**config.mk**
```make
export PLATFORM = sky130hd
export DESIGN_NAME = fpadd_result_queue
export DESIGN_NICKNAME = d
export VERILOG_FILES = /design/src/rtl/fpadd_result_queue.sv
export SDC_FILE = /design/constraint.sdc
export NUM_CORES = 1
export LEC_CHECK = 0
export BUFFER_PORTS_ARGS = -buffer_cell sky130_fd_sc_hd__buf_2
export CELL_PAD_IN_SITES_DETAIL_PLACEMENT = 0
export CELL_PAD_IN_SITES_GLOBAL_PLACEMENT = 1
export CORE_ASPECT_RATIO = 0.8
export CORE_MARGIN = 10
export CORE_UTILIZATION = 44
export DETAILED_ROUTE_END_ITERATION = 6
export PLACE_DENSITY_LB_ADDON = 0.08
export SLEW_MARGIN = 20
export SYNTH_ARGS = -nofsm -noshare
export SYNTH_HDL_FRONTEND = slang
export SYNTH_SLANG_ARGS = --single-unit
export TNS_END_PERCENT = 20
```
**constraint.sdc**
```tcl
create_clock -name clk -period 3.2 [get_ports clk]
set_input_delay 0.32 -clock clk [delete_from_list [all_inputs] [get_ports clk]]
set_output_delay 0.32 -clock clk [all_outputs]
set_load 0.01 [all_outputs]
```
**src/rtl/fpadd_result_queue.sv**
```systemverilog
`timescale 1ns/1ps
// Result queue behind the FP adder: a DEPTH-entry circular FIFO of {result, flags, denorm}
// plus sticky exception flags and a saturating count of denormal results.
module fpadd_result_queue #(
  parameter int DEPTH = 4
) (
  input  logic                   clk,
  input  logic                   reset,
  input  logic                   in_valid,
  input  logic [63:0]            in_result,
  input  logic [4:0]             in_flags,
  input  logic                   in_denorm,
  output logic                   in_ready,
  output logic                   out_valid,
  input  logic                   out_ready,
  output logic [63:0]            out_result,
  output logic [4:0]             out_flags,
  output logic                   out_denorm,
  input  logic                   clr_flags,
  output logic [4:0]             sticky_flags,
  output logic [7:0]             denorm_cnt,
  output logic [$clog2(DEPTH):0] count
);

  localparam int AW = $clog2(DEPTH);
  localparam int CW = AW + 1;

  logic [63:0]   mem_result [DEPTH];
  logic [4:0]    mem_flags  [DEPTH];
  logic          mem_denorm [DEPTH];
  logic [AW-1:0] wr_ptr;
  logic [AW-1:0] rd_ptr;
  logic          push;
  logic          pop;
  logic [7:0]    denorm_base;

  // in_ready looks only at occupancy, so a full queue refuses a push even while popping.
  assign in_ready  = (count < CW'(DEPTH));
  assign out_valid = (count != '0);
  assign push      = in_valid & in_ready;
  assign pop       = out_valid & out_ready;

  // Gating on out_valid keeps unreset storage from ever showing at the outputs.
  always_comb begin
    out_result = '0;
    out_flags  = '0;
    out_denorm = 1'b0;
    if (out_valid) begin
      out_result = mem_result[rd_ptr];
      out_flags  = mem_flags[rd_ptr];
      out_denorm = mem_denorm[rd_ptr];
    end
  end

  always_ff @(posedge clk) begin
    if (push) begin
      mem_result[wr_ptr] <= in_result;
      mem_flags[wr_ptr]  <= in_flags;
      mem_denorm[wr_ptr] <= in_denorm;
    end
  end

  // Pointers wrap naturally because DEPTH is a power of two.
  always_ff @(posedge clk or posedge reset) begin
    if (reset) begin
      wr_ptr <= '0;
      rd_ptr <= '0;
      count  <= '0;
    end else begin
      if (push) wr_ptr <= wr_ptr + AW'(1);
      if (pop)  rd_ptr <= rd_ptr + AW'(1);
      case ({push, pop})
        2'b10:   count <= count + CW'(1);
        2'b01:   count <= count - CW'(1);
        default: count <= count;
      endcase
    end
  end

  // Clear is applied first, then the accepted result accumulates on top of it.
  assign denorm_base = clr_flags ? 8'd0 : denorm_cnt;

  always_ff @(posedge clk or posedge reset) begin
    if (reset) begin
      sticky_flags <= '0;
      denorm_cnt   <= '0;
    end else begin
      if (clr_flags)
        sticky_flags <= push ? in_flags : 5'd0;
      else if (push)
        sticky_flags <= sticky_flags | in_flags;

      if (push && in_denorm && (denorm_base != 8'hFF))
        denorm_cnt <= denorm_base + 8'd1;
      else
        denorm_cnt <= denorm_base;
    end
  end

endmodule

```
# --- Yosys cells after proc, flatten, opt, wreduce, memory -nomap -nowiden ---
# Memory sizes are Yosys's and may differ from the RTL's.
# Cells that the tools add are included.
word_totals:
  ff_bits: 20
  latch_bits: 0
  ram_bits: 280
  mem_bits_ro: 0
  input_bits: 75
  out_inout_bits: 88
  wordCells: 36
  mem_count: 3
classes:
  n_addsub: 5
  multipliers: 0
  div: 0
  magnitude_cmp: 1
  eq_ne: 3
  shifts: 0
  n_mux: 11
  n_bitwise: 3
  reduce_logical: 5
memory_table:
  columns: ["name", "words", "width", "read_ports", "rd_ports_with_merged_regs", "wr", "line_no", "rtl"]
  rows:
  - ["mem_result", 4, 64, 1, 0, 1, "28", "logic [63:0] mem_result [DEPTH];"]
  - ["mem_flags", 4, 5, 1, 0, 1, "29", "logic [4:0] mem_flags [DEPTH];"]
  - ["mem_denorm", 4, 1, 1, 0, 1, "30", "logic mem_denorm [DEPTH];"]
op_table:
  columns: ["cell", "n"]
  rows:
  - ["$mux 64", 1]
  - ["$mux 5", 4]
  - ["$mux 8", 2]
  - ["$add 8x1->8 const B", 1]
  - ["$ne 8x8->1 const B", 1]
  - ["$pmux 3 s2", 1]
  - ["$or 5x5->5", 1]
  - ["$add 2x1->2 const B", 2]
  - ["$reduce_bool 2->1", 2]
  - ["$add 3x1->3 const B", 1]
  - ["$lt 3x3->1 const B", 1]
  - ["$mux 1", 3]
  - ["$reduce_bool 3->1", 1]
  - ["$sub 3x1->3 const B", 1]
  - ["$and 1x1->1", 2]
  - ["$eq 2x1->1 const B", 1]
  - ["$eq 2x2->1 const B", 1]
  - ["$logic_and 1x1->1", 2]

# --- Depth between registers and ports, before layout ---
# Gate-level depths: netlist of run 1.
depth:
  depth_word: 5
  ltp_mapped: 9
  depth_no_buf: 8

# --- Least setup slack after synthesis of run 1 ---
# OpenSTA, ideal clock, no wires.
synth_timing:
  path_type: "flip-flop to flip-flop"
  from: "register count[2]"
  to: "memory mem_denorm[2], enable pin"
  setup_time_ns: 0.436
  t_arrival_ns: 2.627
  required_ns: 2.764
  path_slack_ns: 0.137
  stages_incl_launch_ff: 4
  path_buffers: 1
  period_less_slack_ns: 3.063
  path_cell_list: "dfrtp_1 > nor2b_1 > clkbuf_1 > and2_1"
synth_between:
  elab_chain_cells: 4
synth_lines:
  columns: ["item", "line_no", "rtl"]
  rows:
  - ["from (decl)", "22", "output logic [$clog2(DEPTH):0] count"]
  - ["from (signal assigned)", "73", "2'b10: count <= count + CW'(1);"]
  - ["from (signal assigned)", "74", "2'b01: count <= count - CW'(1);"]
  - ["from (signal assigned)", "75", "default: count <= count;"]
  - ["$lt 3x3->1", "38", "assign in_ready = (count < CW'(DEPTH));"]
  - ["$and 1x1->1", "40", "assign push = in_valid & in_ready;"]
  - ["$mux 1", "56", "if (push) begin"]
  - ["$mux 1 (not written as such)", "59", "mem_denorm[wr_ptr] <= in_denorm;"]
  - ["to (decl)", "30", null]
# No other way between the ends.

# --- Final worst setup path of run 1 ---
layout_timing:
  from: "register rd_ptr[0]"
  to: "output port out_result[24]"
layout_between:
  elab_chain_cells: 2
layout_lines:
  columns: ["item", "line_no", "rtl"]
  rows:
  - ["from (decl)", "32", "logic [AW-1:0] rd_ptr;"]
  - ["from (signal assigned)", "71", "if (pop) rd_ptr <= rd_ptr + AW'(1);"]
  - ["$mem_v2 4x64", null, null]
  - ["$mux 64", "48", "if (out_valid) begin"]
  - ["to (decl)", "16", "output logic [63:0] out_result,"]
# No other way between the ends.

==> results of run 1 <==
[synthesized netlist by cell type (all sizes together)]
cell type | n | area (um^2)
nor2 | 4 | 15.0
fa | 1 | 20.0
mux2 | 1 | 11.3
nand2 | 7 | 26.3
mux4 | 70 | 1580
mux2i | 2 | 20.0
and2 | 75 | 469
dfrtp | 20 | 500
xor2 | 2 | 17.5
nand4 | 2 | 12.5
a21oi | 2 | 10.0
and2b | 3 | 22.5
xnor2 | 8 | 70.1
edfxtp | 280 | 8410
nand2b | 4 | 25.0
a41o | 1 | 10.0
o21ai | 8 | 40.0
clkbuf | 18 | 67.6
nor2b | 1 | 6.26
buf | 9 | 51.3
nand3b | 1 | 7.51
or3 | 3 | 18.8
and3b | 1 | 8.76
nand3 | 2 | 10.0
ha | 6 | 75.1
nor4 | 1 | 6.26
and3 | 1 | 6.26
inv | 15 | 56.3
[per-stage QoR]
stage          utilization  cell area [um^2]  std cells
3_5_place_dp         0.506             12900       1051
2_1_floorplan            -             11600        548
4_1_cts              0.562             14400       1163
3_3_place_gp         0.506             12900       1051
5_1_grt              0.562             14400       1163
6_report             0.562             14400       1163
[cells by family after synthesis]
group / share of synthesized area
flip-flops: 0.770
AND/OR/NAND/NOR: 0.0548
multiplexers: 0.139
buffers and inverters: 0.0151
AO/OA/AOI/OAI: 0.00519
XOR/XNOR: 0.00757
adder cells (fa/ha/maj): 0.00822
[layer usage]
metal  wire [um]  track usage
met1       10700        0.192
met2       11800        0.242
met3        1280       0.0347
met4         444       0.0334
met5           0            0
[how the worst max path moves through the flow]
stage	start	endpoint	slack (ns)
4_1_cts	rd_ptr[0]$_DFFE_PP0P_	out_result[24]	0.32
3_5_place_dp	count[0]$_DFFE_PP0P_	count[2]$_DFFE_PP0P_	0.80
3_3_place_gp	count[0]$_DFFE_PP0P_	count[2]$_DFFE_PP0P_	0.87
2_1_floorplan	count[2]$_DFFE_PP0P_	mem_denorm[2]$_DFFE_PP_	0.14
5_1_grt	rd_ptr[0]$_DFFE_PP0P_	out_flags[0]	0.22
6_report	rd_ptr[0]$_DFFE_PP0P_	out_result[24]	0.40
[sequential cells by signal, indices dropped and copies added (netlist names)]
register,count
wr_ptr,2
sticky_flags,5
mem_denorm,4
rd_ptr,2
denorm_cnt,8
mem_result,256
count,3
mem_flags,20
[area by class of cell]
| class | instances | area (um^2) |
|---|---|---|
| fillers | 2035 | 11200 |
| repair buffers | 238 | 1620 |
| clock buffers | 38 | 759 |
| flip-flops and latches | 300 | 8920 |
| inverters | 15 | 56.3 |
| well taps | 351 | 439 |
| clock inverters | 15 | 95.1 |
| multi-input cells | 206 | 2500 |
[power by group]
part | switching (mW) | internal, mW
combinational | 2.07 | 1.99
clock | 1.36 | 1.74
sequential | 0.247 | 4.91
total | 3.67 | 8.64
[critical path: cells and delay by family, from the launching register on]
kind	cells	cell delay (ns)
DFF	1	0.76
muxes	1	0.52
buffers and inverters	2	0.46
and+or+nand+nor	1	0.18
[what timing repair did]
item / CTS / global route
endpoints found under the hold margin: 252 / 0
setup buffers: 0 / 0
hold buffers: 59 / 0
==> implementation parameters, run 1 <==
Parameter                              Value

Status
  Status ... finished clean

Setup path
  Required time reported for the critical path endpoint ... ~2.9 ns
  Critical path data arrival time ... 2.48 ns
  Worst Path Max Fanout ... 24
  Setup slack of the most critical reg-to-reg path ... between 0.7 and 0.8 ns
  Worst reg2reg path startpoint ... count[0]$_DFFE_PP0P_
  Cell with the biggest individual delay on the critical path ... sky130_fd_sc_hd__dfrtp_4
  List of cells traversed by the critical path ... buf_4 -> mux4_2 -> and2_1 -> buf_2
  CP endpoint kind ... primary output
  Worst setup SP type ... flip-flop
  Capture instance of the worst register-to-register path ... count[2]$_DFFE_PP0P_
  Delay contributed by the slowest stage of the critical path ... 0.76 ns
  Worst reg2reg path depth ... 9
  Setup Crit Path Kind ... flip-flop to primary output

Placed design
  DP Worst Slack ... between 0.7 and 0.8 ns
  # port buffers ... between 150 and 200
  Last weighted congestion value of the routability-driven placer ... 0.719
  Post-DP HPWL ... 15200 um

GRT
  Final global-route overflow total ... 0
  GR Util All Layers ... 0.145
  Antenna violations before repair ... 0
  Pin count of the biggest net entering global routing ... 38
  Wire length of the first global-routing pass ... about 38000 um
  Via count of the first global-routing pass ... 6563

Cells and area
  Final Net Count ... 872
  Most common cell after layout, fill and taps aside ... sky130_fd_sc_hd__edfxtp_1
  Top library cells by usage in the layout, fill and taps aside ... sky130_fd_sc_hd__edfxtp_1, sky130_fd_sc_hd__buf_2, sky130_fd_sc_hd__and2_1
  Ant. Diodes ... 0
  Proportion of layout cells with a drive suffix above 1 ... 0.363
  Signed area change from the synthesized netlist to the final layout ... 24.3%

Floorplanning
  Die X ... 201 um
  Vertical extent of the die ... 165 um
  Core box area ... 25600 um^2
  I/O pin count ... about 160
  Site Rows ... 52
  Die outline area ... about 33000 um^2
  Initial core utilization ... 0.452

Min path
  Number of stages on the worst hold path ... 1
  Launch instance of the worst min-delay path ... in_result[18]
  Worst hold path endpoint ... mem_result[1][18]$_DFFE_PP_
  Worst hold path class ... input pin to flip-flop

Synth
  Post-synthesis net count ... 630
  Synth Area per Inst ... 21.1 um^2
  Post-synth design cell area ... approximately 12000 um^2
  Number of synthesis warnings ... 0
  Number of instances in the synthesized netlist ... ~550
  Number of flip-flops and latches in the synthesized netlist ... 300
  Share of synthesized area occupied by flip-flops and latches ... 0.770
  Cell variety after synth ... 29

Routing
  Wirelength, routed ... 24200 um
  Routed vias ... 5854
  1st-pass router iterations ... 4
  Via-per-instance ratio ... 5.03
  Number of remaining DRC errors ... 0
  Routed WL per cell ... 20.8 um
  Antenna Violating Nets Remaining ... 0
  1st-iter DRT viols ... 260

Pwr
  Post-layout power ... about 12 mW
  Leakage Power ... 5.11 nW
  Pwr per Cell Area ... between 800 and 900 nW/um^2
  Peak supply drop ... 0.523 mV

Job
  Count of maximum capacitance violations ... 0

Timing
  Worst Hold Margin ... a little over 0.02 ns
  Peak Freq ... 357 MHz
  Unrepaired setup endpoints after global routing ... false
  Number of max-slew violations in the final report ... 0
  Final WS setup ... between 0.4 and 0.5 ns
  Final setup violation count ... 0
  Least-Margin Pin Slew ... 0.822 ns
  Final TNS setup ... 0 ns
  Relative slew margins ... 0.452
  Worst clock skew on the final layout ... 0.00598 ns
  Fin. Hold Viols ... 0
  Clock period minus final worst setup slack ... 2.80 ns
  Final Cycle Share ... 0.874

Clock network
  Clock root buffer ... sky130_fd_sc_hd__clkbuf_16
  Number of buffers created by CTS ... 29
  CTS tree ... done
  Clock sink count ... 300
  Count of instances resized after the clock tree is built ... 0
  Clock Latency Late Sink ... 0.54 ns
  Clock-pin slew on the worst setup and hold paths ... 0.06 ns
  Maximum clock path buffer count ... 3
  H-Tree Depth ... 1
Note: power is estimated with default switching activity, not from simulation.
==> run 2, diff against run 1 <==
==> constraint.sdc (replaced) <==
create_clock -name clk -period 3.2 [get_ports clk]
set_input_delay 0.32 -clock clk [delete_from_list [all_inputs] [get_ports clk]]
set_output_delay 0.32 -clock clk [all_outputs]
set_load 0.02 [all_outputs]
==> implementation parameters, run 2 (same netlist as run 1, synthesis figures left out) <==
Parameter                              Value

GRT
  Final global-route overflow total ... 0 (unchanged)
  Antenna violations before repair ... 0 (unchanged)
  Via count of the first global-routing pass ... 6516 (was 6563)
  Wire length of the first global-routing pass ... 37600 um (was 37700 um)
  Pin count of the biggest net entering global routing ... 40 (was 38)
  GR Util All Layers ... 0.144 (was 0.145)

Clock network
  CTS tree ... done (unchanged)
  Number of buffers created by CTS ... 29 (unchanged)
  Clock root buffer ... sky130_fd_sc_hd__clkbuf_16 (unchanged)
  Maximum clock path buffer count ... 3 (unchanged)
  Count of hold-fix buffers inserted at cts ... 62 (was 59)
  Clock Latency Late Sink ... 0.53 ns (was 0.54 ns)
  Clock sink count ... 300 (unchanged)
  Clock-pin slew on the worst setup and hold paths ... 0.06 ns (about the same)
  Buffers inserted during post-CTS setup optimization ... 0 (unchanged)
  Count of instances resized after the clock tree is built ... 0 (unchanged)
  H-Tree Depth ... 1 (unchanged)

Floorplanning
  Die outline area ... 33200 um^2 (unchanged)
  I/O pin count ... 163 (unchanged)
  Initial core utilization ... 0.452 (unchanged)
  Vertical extent of the die ... 165 um (unchanged)
  Core box area ... 25600 um^2 (unchanged)
  Site Rows ... 52 (unchanged)
  Die X ... 201 um (unchanged)

Cells and area
  Layout filler cell count ... 2015 (was 2035)
  Largest registers ... mem_result: 256 flops, mem_flags: 20 flops, denorm_cnt: 8 flops (unchanged)
  Ant. Diodes ... 0 (unchanged)
  Top library cells by usage in the layout, fill and taps aside ... sky130_fd_sc_hd__edfxtp_1, sky130_fd_sc_hd__buf_2, sky130_fd_sc_hd__and2_1 (unchanged)
  Largest register FFs ... 256 (unchanged)
  Final Net Count ... 872 (unchanged)
  Post-route core utilization ... 0.561 (was 0.562)
  Sequential standard cell area ... 8920 um^2 (unchanged)
  Register containing the most flip-flops in the final layout ... mem_result (unchanged)
  Proportion of layout cells with a drive suffix above 1 ... 0.357 (was 0.363)
  Most common cell after layout, fill and taps aside ... sky130_fd_sc_hd__edfxtp_1 (unchanged)
  Footprint of the multi-input gates ... 2500 um^2 (unchanged)
  Total non-filler cell area in the finished layout ... 14300 um^2 (was 14400 um^2)
  Signed area change from the synthesized netlist to the final layout ... 23.9% (was 24.3%)

Setup path
  Setup slack of the most critical reg-to-reg path ... 0.86 ns (was 0.78 ns)
  Critical path data arrival time ... 2.47 ns (was 2.48 ns)
  Delay contributed by the slowest stage of the critical path ... 0.59 ns (was 0.76 ns)
  CP endpoint kind ... primary output (unchanged)
  Required time reported for the critical path endpoint ... 2.88 ns (about the same)
  Worst setup SP type ... flip-flop (unchanged)
  List of cells traversed by the critical path ... buf_4 -> mux4_2 -> and2_1 -> buf_2 (unchanged)
  Worst reg2reg path startpoint ... count[0]$_DFFE_PP0P_ (unchanged)
  Cell with the biggest individual delay on the critical path ... sky130_fd_sc_hd__mux4_2 (was sky130_fd_sc_hd__dfrtp_4)
  Worst Setup EP ... out_result[52] (was out_result[24])
  Setup Crit Path Kind ... flip-flop to primary output (unchanged)
  Worst Path Max Fanout ... 33 (was 24)
  Capture instance of the worst register-to-register path ... count[2]$_DFFE_PP0P_ (unchanged)
  Worst reg2reg path depth ... 9 (unchanged)
  Launching instance or port of the critical path ... rd_ptr[0]$_DFFE_PP0P_ (unchanged)

Pwr
  Net switching power ... 4.16 mW (was 3.67 mW)
  Sequential fraction of design power ... 0.404 (was 0.419)
  Combinational power share ... 0.362 (was 0.330)
  Clock group share of total power ... 0.234 (was 0.251)
  Pwr per Cell Area ... 884 nW/um^2 (was 856 nW/um^2)
  Peak supply drop ... 0.478 mV (was 0.523 mV)
  Switch share ... 0.328 (was 0.298)
  Leakage Power ... 5.09 nW (was 5.11 nW)
  Int Power ... 8.51 mW (was 8.64 mW)

Routing
  Number of remaining DRC errors ... 0 (unchanged)
  1st-iter DRT viols ... 309 (was 260)
  1st-pass router iterations ... 4 (unchanged)
  Via-per-instance ratio ... 5.00 (was 5.03)
  Wirelength, routed ... 24200 um (about the same)
  Routed WL per cell ... 20.8 um (about the same)
  Routed vias ... 5797 (was 5854)
  Antenna Violating Nets Remaining ... 0 (unchanged)

Timing
  Relative slew margins ... 0.485 (was 0.452)
  Least-Margin Pin Slew ... 0.771 ns (was 0.822 ns)
  Final setup violation count ... 0 (unchanged)
  Clock period minus final worst setup slack ... 2.79 ns (was 2.80 ns)
  Fin. Hold Viols ... 0 (unchanged)
  Worst clock skew on the final layout ... 0.00920 ns (was 0.00598 ns)
  Final TNS setup ... 0 ns (unchanged)
  Number of max-slew violations in the final report ... 0 (unchanged)
  Final WS setup ... 0.411 ns (was 0.402 ns)
  Peak Freq ... 359 MHz (was 357 MHz)
  Unrepaired setup endpoints after global routing ... false (unchanged)
  Final Cycle Share ... 0.872 (was 0.874)

Placed design
  Post-DP HPWL ... 15300 um (was 15200 um)
  Placed cell area ... 12900 um^2 (about the same)
  # port buffers ... 162 (unchanged)
  Last weighted congestion value of the routability-driven placer ... 0.721 (was 0.719)
  DP Worst Slack ... 0.849 ns (was 0.797 ns)

Job
  Count of maximum capacitance violations ... 0 (unchanged)

Min path
  Worst hold path class ... input pin to flip-flop (unchanged)

Status
  Status ... finished clean (unchanged)
[run 2: changes by cell type in the layout (fill, tap and decap cells not counted), sizes merged]
cell	delta
buf	-3
bufinv	-1
clkbuf	-2
clkinvlp	-1
dlygate4sd3	+3
inv	+1
[run 2: layout make-up]
class,instances,share of cell area
clock buffers,36,0.0525
clock inverters,14,0.00445
inverters,15,0.00393
multi-input cells,206,0.174
flip-flops and latches,300,0.622
well taps,351,0.0306
repair buffers,238,0.112
[run 2: worst max-delay path: cells and delay by family, from the launching register on]
kind	cells	cell delay (ns)
buf+inv	2	0.71
flops	1	0.42
mux	1	0.59
simple gates	1	0.19
[run 2: through the flow]
stage          cells  power, mW  hold slack (ns)
6_report        1160       12.7           0.0251
5_1_grt         1160       13.4          0.00222
4_1_cts         1160       12.9         0.000424
3_5_place_dp    1048       9.88            0.502
3_3_place_gp    1048       9.84            0.493
2_1_floorplan    548       8.25            0.284
[run 2: worst min path at each step]
stage                    startpoint                     endpoint  slack (ns)  cells after the start
3_3_place_gp   count[0]$_DFFE_PP0P_         count[0]$_DFFE_PP0P_        0.49                      1
3_5_place_dp                  reset  sticky_flags[3]$_DFFE_PP0P_        0.50                      2
4_1_cts               in_result[28]  mem_result[0][28]$_DFFE_PP_      0.0004                      1
5_1_grt               in_result[28]  mem_result[0][28]$_DFFE_PP_       0.002                      1
6_report              in_result[28]  mem_result[3][28]$_DFFE_PP_        0.03                      1
2_1_floorplan                 reset         count[0]$_DFFE_PP0P_        0.28                      1
[run 2: routing by layer]
metal	part of all wire	track usage	vias to the layer above	wire length, um
met2	0.49	0.244	145	11900
met5	0	0	-	0
met1	0.44	0.189	2981	10600
met3	0.055	0.0349	27	1330
met4	0.013	0.0280	0	319
li1	-	-	2644	-
[run 2: power by group through the flow]
stage	Clock, mW	Sequential (mW)	Combinational (mW)
final	2.96	5.12	4.59
after global routing	3.23	5.17	4.98
after CTS	3.06	5.13	4.74
after detailed placement	0	5.21	4.66
after global placement	0	5.17	4.67
after floorplan	0	5.16	3.10
